--- src/rtl/axi4lite_arbiter_2to1.sv ---
// rtl/axi4lite_arbiter_2to1.sv - 2:1 AXI4-Lite manager arbiter onto one subordinate port
// Optional macro ARB_FIXED_PRIO_EN: M0 always wins simultaneous requests (default: round-robin).
module axi4lite_arbiter_2to1 #(
  parameter int AXI_ADDR_WIDTH = 32,
  parameter int AXI_DATA_WIDTH = 32
) (
  input  logic                      A_CLK,
  input  logic                      A_RST,
  // manager 0
  input  logic                      M0_AW_VALID,
  output logic                      M0_AW_READY,
  input  logic [AXI_ADDR_WIDTH-1:0] M0_AW_ADDR,
  input  logic                      M0_W_VALID,
  output logic                      M0_W_READY,
  input  logic [AXI_DATA_WIDTH-1:0] M0_W_DATA,
  output logic                      M0_B_VALID,
  input  logic                      M0_B_READY,
  output logic [1:0]                M0_B_RESP,
  input  logic                      M0_AR_VALID,
  output logic                      M0_AR_READY,
  input  logic [AXI_ADDR_WIDTH-1:0] M0_AR_ADDR,
  output logic                      M0_R_VALID,
  input  logic                      M0_R_READY,
  output logic [AXI_DATA_WIDTH-1:0] M0_R_DATA,
  output logic [1:0]                M0_R_RESP,
  // manager 1
  input  logic                      M1_AW_VALID,
  output logic                      M1_AW_READY,
  input  logic [AXI_ADDR_WIDTH-1:0] M1_AW_ADDR,
  input  logic                      M1_W_VALID,
  output logic                      M1_W_READY,
  input  logic [AXI_DATA_WIDTH-1:0] M1_W_DATA,
  output logic                      M1_B_VALID,
  input  logic                      M1_B_READY,
  output logic [1:0]                M1_B_RESP,
  input  logic                      M1_AR_VALID,
  output logic                      M1_AR_READY,
  input  logic [AXI_ADDR_WIDTH-1:0] M1_AR_ADDR,
  output logic                      M1_R_VALID,
  input  logic                      M1_R_READY,
  output logic [AXI_DATA_WIDTH-1:0] M1_R_DATA,
  output logic [1:0]                M1_R_RESP,
  // subordinate
  output logic                      S_AW_VALID,
  input  logic                      S_AW_READY,
  output logic [AXI_ADDR_WIDTH-1:0] S_AW_ADDR,
  output logic                      S_W_VALID,
  input  logic                      S_W_READY,
  output logic [AXI_DATA_WIDTH-1:0] S_W_DATA,
  input  logic                      S_B_VALID,
  output logic                      S_B_READY,
  input  logic [1:0]                S_B_RESP,
  output logic                      S_AR_VALID,
  input  logic                      S_AR_READY,
  output logic [AXI_ADDR_WIDTH-1:0] S_AR_ADDR,
  input  logic                      S_R_VALID,
  output logic                      S_R_READY,
  input  logic [AXI_DATA_WIDTH-1:0] S_R_DATA,
  input  logic [1:0]                S_R_RESP,
  // current owner
  output logic [1:0]                GNT
);

  typedef enum logic [2:0] {
    IDLE,
    RD_ADDR,
    RD_DATA,
    WR_ADDR_DATA,
    WR_RESP
  } state_t;

  state_t state, state_nxt;
  logic   own, own_nxt;
  logic   aw_done, aw_done_nxt;
  logic   w_done, w_done_nxt;
  logic   winner;
`ifndef ARB_FIXED_PRIO_EN
  logic   last, last_nxt;
`endif

  logic req0, req1;
  logic busy;

  // owner-side inputs, selected by the registered owner bit
  logic                      o_aw_valid, o_w_valid, o_b_ready, o_ar_valid, o_r_ready;
  logic [AXI_ADDR_WIDTH-1:0] o_aw_addr, o_ar_addr;
  logic [AXI_DATA_WIDTH-1:0] o_w_data;

  // owner-side outputs before being steered to M0 or M1
  logic                      g_aw_ready, g_w_ready, g_b_valid, g_ar_ready, g_r_valid;
  logic [1:0]                g_b_resp, g_r_resp;
  logic [AXI_DATA_WIDTH-1:0] g_r_data;

  logic s_aw_hs, s_w_hs, s_ar_hs, s_r_hs, s_b_hs;

  assign req0 = M0_AR_VALID | M0_AW_VALID | M0_W_VALID;
  assign req1 = M1_AR_VALID | M1_AW_VALID | M1_W_VALID;

  // Reset is gated in combinationally so nothing is presented or accepted while it is high.
  assign busy = (state != IDLE) && !A_RST;

  assign o_aw_valid = own ? M1_AW_VALID : M0_AW_VALID;
  assign o_aw_addr  = own ? M1_AW_ADDR  : M0_AW_ADDR;
  assign o_w_valid  = own ? M1_W_VALID  : M0_W_VALID;
  assign o_w_data   = own ? M1_W_DATA   : M0_W_DATA;
  assign o_b_ready  = own ? M1_B_READY  : M0_B_READY;
  assign o_ar_valid = own ? M1_AR_VALID : M0_AR_VALID;
  assign o_ar_addr  = own ? M1_AR_ADDR  : M0_AR_ADDR;
  assign o_r_ready  = own ? M1_R_READY  : M0_R_READY;

  assign s_aw_hs = S_AW_VALID & S_AW_READY;
  assign s_w_hs  = S_W_VALID  & S_W_READY;
  assign s_ar_hs = S_AR_VALID & S_AR_READY;
  assign s_r_hs  = S_R_VALID  & S_R_READY;
  assign s_b_hs  = S_B_VALID  & S_B_READY;

  assign GNT = busy ? (own ? 2'b10 : 2'b01) : 2'b00;

  // Only the channel pair belonging to the current state is connected; everything else idles at 0.
  always_comb begin
    S_AW_VALID = 1'b0;
    S_AW_ADDR  = '0;
    S_W_VALID  = 1'b0;
    S_W_DATA   = '0;
    S_B_READY  = 1'b0;
    S_AR_VALID = 1'b0;
    S_AR_ADDR  = '0;
    S_R_READY  = 1'b0;
    g_aw_ready = 1'b0;
    g_w_ready  = 1'b0;
    g_b_valid  = 1'b0;
    g_b_resp   = 2'b00;
    g_ar_ready = 1'b0;
    g_r_valid  = 1'b0;
    g_r_data   = '0;
    g_r_resp   = 2'b00;
    if (busy) begin
      case (state)
        RD_ADDR: begin
          S_AR_VALID = o_ar_valid;
          S_AR_ADDR  = o_ar_addr;
          g_ar_ready = S_AR_READY;
        end
        RD_DATA: begin
          S_R_READY = o_r_ready;
          g_r_valid = S_R_VALID;
          g_r_data  = S_R_DATA;
          g_r_resp  = S_R_RESP;
        end
        WR_ADDR_DATA: begin
          // a channel that already handshook is masked so it cannot repeat
          S_AW_VALID = o_aw_valid & !aw_done;
          S_AW_ADDR  = o_aw_addr;
          S_W_VALID  = o_w_valid & !w_done;
          S_W_DATA   = o_w_data;
          g_aw_ready = S_AW_READY & !aw_done;
          g_w_ready  = S_W_READY & !w_done;
        end
        WR_RESP: begin
          S_B_READY = o_b_ready;
          g_b_valid = S_B_VALID;
          g_b_resp  = S_B_RESP;
        end
        default: begin
          S_AW_VALID = 1'b0;
        end
      endcase
    end
  end

  // Steer the owner-side outputs to the granted manager; the other one sees all zeros.
  always_comb begin
    M0_AW_READY = g_aw_ready & !own;
    M0_W_READY  = g_w_ready  & !own;
    M0_B_VALID  = g_b_valid  & !own;
    M0_B_RESP   = own ? 2'b00 : g_b_resp;
    M0_AR_READY = g_ar_ready & !own;
    M0_R_VALID  = g_r_valid  & !own;
    M0_R_DATA   = own ? '0 : g_r_data;
    M0_R_RESP   = own ? 2'b00 : g_r_resp;
    M1_AW_READY = g_aw_ready & own;
    M1_W_READY  = g_w_ready  & own;
    M1_B_VALID  = g_b_valid  & own;
    M1_B_RESP   = own ? g_b_resp : 2'b00;
    M1_AR_READY = g_ar_ready & own;
    M1_R_VALID  = g_r_valid  & own;
    M1_R_DATA   = own ? g_r_data : '0;
    M1_R_RESP   = own ? g_r_resp : 2'b00;
  end

  // Arbitration and transaction sequencing: one whole read or write per grant.
  always_comb begin
    state_nxt   = state;
    own_nxt     = own;
    aw_done_nxt = aw_done;
    w_done_nxt  = w_done;
    winner      = 1'b0;
`ifndef ARB_FIXED_PRIO_EN
    last_nxt    = last;
`endif
    case (state)
      IDLE: begin
        if (req0 && req1) begin
`ifdef ARB_FIXED_PRIO_EN
          winner = 1'b0;
`else
          winner = ~last;
`endif
        end else begin
          winner = req1;
        end
        if (req0 || req1) begin
          own_nxt   = winner;
          state_nxt = (winner ? M1_AR_VALID : M0_AR_VALID) ? RD_ADDR : WR_ADDR_DATA;
        end
      end
      RD_ADDR: begin
        if (s_ar_hs) state_nxt = RD_DATA;
      end
      RD_DATA: begin
        if (s_r_hs) begin
          state_nxt = IDLE;
`ifndef ARB_FIXED_PRIO_EN
          last_nxt  = own;
`endif
        end
      end
      WR_ADDR_DATA: begin
        if ((aw_done || s_aw_hs) && (w_done || s_w_hs)) begin
          state_nxt   = WR_RESP;
          aw_done_nxt = 1'b0;
          w_done_nxt  = 1'b0;
        end else begin
          aw_done_nxt = aw_done | s_aw_hs;
          w_done_nxt  = w_done | s_w_hs;
        end
      end
      WR_RESP: begin
        if (s_b_hs) begin
          state_nxt = IDLE;
`ifndef ARB_FIXED_PRIO_EN
          last_nxt  = own;
`endif
        end
      end
      default: begin
        state_nxt = IDLE;
      end
    endcase
  end

  // State, owner, write-progress flags and priority pointer; reset abandons any transaction.
  always_ff @(posedge A_CLK) begin
    if (A_RST) begin
      state   <= IDLE;
      own     <= 1'b0;
      aw_done <= 1'b0;
      w_done  <= 1'b0;
`ifndef ARB_FIXED_PRIO_EN
      last    <= 1'b1;
`endif
    end else begin
      state   <= state_nxt;
      own     <= own_nxt;
      aw_done <= aw_done_nxt;
      w_done  <= w_done_nxt;
`ifndef ARB_FIXED_PRIO_EN
      last    <= last_nxt;
`endif
    end
  end

endmodule

--- config.mk ---
export PLATFORM = sky130hd
export DESIGN_NAME = axi4lite_arbiter_2to1
export DESIGN_NICKNAME = d
export VERILOG_FILES = /design/src/rtl/axi4lite_arbiter_2to1.sv
export SDC_FILE = /design/constraint.sdc
export NUM_CORES = 1
export LEC_CHECK = 0
export CORE_AREA = 2 2 167 169
export DETAILED_ROUTE_END_ITERATION = 6
export DIE_AREA = 0 0 169 171
export PLACE_DENSITY = 0.39
export REMOVE_ABC_BUFFERS = 1
export SLEW_MARGIN = 25
export SYNTH_ARGS = -nofsm -noshare
export SYNTH_HDL_FRONTEND = slang
export SYNTH_SLANG_ARGS = --single-unit
export TNS_END_PERCENT = 10
--- constraint.sdc ---
create_clock -name A_CLK -period 3.4 [get_ports A_CLK]
set_input_delay 0.51 -clock A_CLK [delete_from_list [all_inputs] [get_ports A_CLK]]
set_output_delay 0.51 -clock A_CLK [all_outputs]
set_load 0.005 [all_outputs]
==> impl_metrics.py, run 1 <==
metrics = {
    "run_status": {
        "outcome": "finished clean",
    },
    "power": {
        "power.share.clock_pct": 11.4,
        "power_density_nw_per_um2": 239,
        "ir_worst_vdd_v": 0.000214,
        "p_int_mw": 1.09,
        "p_sw_uw": 674,
        "seqPwrFrac_pct": 10.0,
        "power.leakage_nw": 2.52,
        "power_mw": 1.76,
        "comb_power_share_pct": 78.6,
        "switching_share_pct": 38.2,
    },
    "cts": {
        "cts_sinks": 7,
        "numCtsBuffers": 3,
        "clockBufferDepth": 2,
        "cts-root-buf": "clkbuf_16",
        "htree_levels": 1,
        "postCtsHoldBufs": 0,
        "clk_pin_slew_ns": 0.04,
        "cts_tree": "built",
        "cts_setup_buffers": 0,
        "clk_latency_ns": 0.23,
        "cts_resized": 0,
    },
    "global_routing": {
        "grtUsageMet2_pct": 22.9,
        "grt_pass1_wl_um": 25900,
        "met3_usage_pct": 3.49,
        "grt_usage_pct": 11.8,
        "met1_usage_pct": 12.5,
        "busiest_layer": "met2",
        "first_global_vias": 4230,
        "grt_max_degree": 54,
        "antenna_found_initial": 0,
        "overflow": 0,
    },
    "yosys": {
        "synth-seq-area-share_pct": 5.32,
        "avgSynthCellArea_um2": 6.67,
        "synth_xor_area_share_pct": 0,
        "yosysWarnings": 0,
        "synth_top_area_cell": "mux2i_1",
        "async_flop_share_pct": 0,
        "muxShareOfSynthArea_pct": 38.8,
        "synth_compound_area_share_pct": 4.09,
        "synthTopCellsByArea": "mux2i_1 39%, and2_1 18%, nor2_1 16%",
        "synth_top_area_share_pct": 38.8,
        "yosys.area_share.adder_pct": 0,
        "ys_types": 30,
        "syn_area_um2": 2630,
        "synthFlopType": "dfxtp_1",
        "synth-seq-cells": 7,
        "synth_top_family_by_area": "simple AND/OR/NAND/NOR gates",
        "synthSimpleGateAreaFrac_pct": 44.0,
        "yosys.cell_count.top_type": "nor2_1",
        "synth-edff-count": 0,
        "synthCells": 395,
        "netlist_top_cells_count": "115 x nor2_1, 102 x mux2i_1, 74 x and2_1, 15 x buf_2, 12 x nor3_1",
    },
    "drt": {
        "via_count": 4206,
        "avgViaCountPerCell": 3.66,
        "drt_wl_total_um": 18500,
        "drt-initial-drc-count": 88,
        "drtPass1Iterations": 4,
        "drc": 0,
        "ant_nets": 0,
        "avgRoutedWirePerCell_um": 16.1,
    },
    "place": {
        "dpl.hpwl_um": 16100,
        "port_buffers": 429,
        "dpl-instance-area_um2": 7310,
        "gp_congestion": 0.780,
        "detailedPlace.worstSlack_ns": 0.316,
        "dp_cells": 1146,
    },
    "min_path": {
        "hold_class": "flip-flop to flip-flop",
        "whs_path_depth": 2,
        "min_from": "last",
        "whs_endpoint": "last",
    },
    "floorplanning": {
        "ios": 430,
        "die_h_um": 171,
        "coreArea_um2": 27300,
        "die_area_um2": 28900,
        "start_util_pct": 9.64,
        "die_width_um": 169,
        "rows": 61,
    },
    "setup_path": {
        "crit_arrival_ns": 2.59,
        "cpMostUsedCell": "clkdlybuf4s50_1",
        "worstPathRequired_ns": 2.89,
        "cp_slowest_cell": "clkdlybuf4s50_1",
        "path_class": "input pin to output pin",
        "critPathTopFamily": "buffers and inverters",
        "reg2reg_depth": 6,
        "crit_fanout": 53,
        "cp-end-kind": "output pin",
        "path_cells": "clkdlybuf4s50_1 > nand4bb_4 > buf_12 > nor2_1 > clkdlybuf4s50_1",
        "path_buf_inv": 3,
        "reg2reg_slack_ns": 1.16,
        "timing.rr.start": "own",
        "worstSetupStartpointType": "input pin",
        "reg2reg_to": "last",
        "cpPeakStageDelay_ns": 0.54,
    },
    "sta": {
        "hold_viol": 0,
        "setup_violations": 0,
        "setup_ws_ns": 0.301,
        "hold_slack_ns": 0.546,
        "finalCritPeriodShare_pct": 91.1,
        "totalNegativeSetupSlack_ns": 0,
        "slew_headroom_pct": 59.9,
        "fmax_ghz": 0.323,
        "drv_slew": 0,
        "min_period_ns": 3.10,
        "worst_pin_slew_ns": 0.596,
        "rsz0062_at_grt": "no",
        "fin_worst_skew_ns": 0.00151,
    },
    "layout": {
        "nets": 1050,
        "areaGrowthSynthToFinish_pct": 181,
        "final_util_pct": 27.0,
        "final_cell_count_no_fill": 1150,
        "fin_area_um2": 7390,
        "drive_gt1_share_pct": 2.49,
        "antenna-diode-count": 0,
    },
    "run": {
        "cap_viol_max_count": 0,
    },
}
## layout by cell type, fill, tap and decap left out, drive strengths merged, types with 5 or more instances in the layout
cell           Yosys  layout
buf               22      10
and3               5       5
o21ai              6       6
a21oi              7       7
nor2             116     116
mux2i            102     102
clkdlybuf4s50      0     429
nor3              13      13
nand2              7       7
and2              74      74
dfxtp              7       7
## power by group through the flow
stage | combinational, mW | clock [mW] | sequential [mW]
after detailed placement | 1.41 | 0 | 0.179
after global placement | 1.42 | 0 | 0.180
after CTS | 1.42 | 0.206 | 0.176
final | 1.39 | 0.201 | 0.176
after floorplan | 0.589 | 0 | 0.224
after global routing | 1.51 | 0.211 | 0.184
## worst reg2reg max path: stages, from the launching register on
cell and delay [ns]:
dfxtp_4 0.64, buf_12 0.32, mux2i_1 0.48, o21ai_1 0.24
o211ai_1 0.18, mux2i_1 0.21, nand2b_1 0.06
## routing by layer
metal / vias up / share of wire [%] / wire length (um)
li1: 2135 / - / -
met1: 1818 / 37 / 6790
met2: 240 / 52 / 9710
met3: 13 / 9.6 / 1770
met4: 0 / 1.4 / 267
met5: - / 0 / 0
## flip-flops by register name, summed over array words and instances (netlist names)
register,count
state,3
aw_done,1
last,1
own,1
w_done,1
## how the worst max path moves through the flow
stage | cells past startpoint | endpoint | slack (ns) | from
2_1_floorplan | 3 | M1_R_VALID | -2.04 | own
3_3_place_gp | 5 | S_AW_ADDR[17] | 0.30 | A_RST
3_5_place_dp | 5 | S_AW_ADDR[9] | 0.32 | A_RST
4_1_cts | 5 | S_AW_ADDR[17] | 0.29 | A_RST
5_1_grt | 5 | S_AW_ADDR[9] | 0.25 | A_RST
6_report | 5 | S_AW_ADDR[17] | 0.30 | A_RST
## logic make-up (layout without fill, tap and decap cells)
kind of cell | count (synthesis) | after routing
AOI/OAI and AO/OA | 18 | 18
muxes | 102 | 102
buffers and inverters | 37 | 446
DFF | 7 | 7
and+or+nand+nor | 231 | 231
## layout make-up
| type | count | area [um2] |
|---|---|---|
| Sequential cell | 7 | 144 |
| Clock buffer | 4 | 78.8 |
| Timing Repair Buffer | 439 | 4420 |
| Multi-Input combinational cell | 351 | 2300 |
| Tap cell | 346 | 433 |
| Fill cell | 3003 | 19900 |
| Inverter | 3 | 11.3 |
Note: power is estimated with default switching activity, not from simulation.
==> run 2: changes to the inputs <==
--- a/config.mk
+++ b/config.mk
@@ -5,6 +5,7 @@
 export SDC_FILE = /design/constraint.sdc
 export NUM_CORES = 1
 export LEC_CHECK = 0
+export CAP_MARGIN = 20
 export CORE_AREA = 2 2 167 169
 export DETAILED_ROUTE_END_ITERATION = 6
 export DIE_AREA = 0 0 169 171
==> results of run 2 <==
Same layout as run 1: the final DEF is identical, and so are final timing and power.
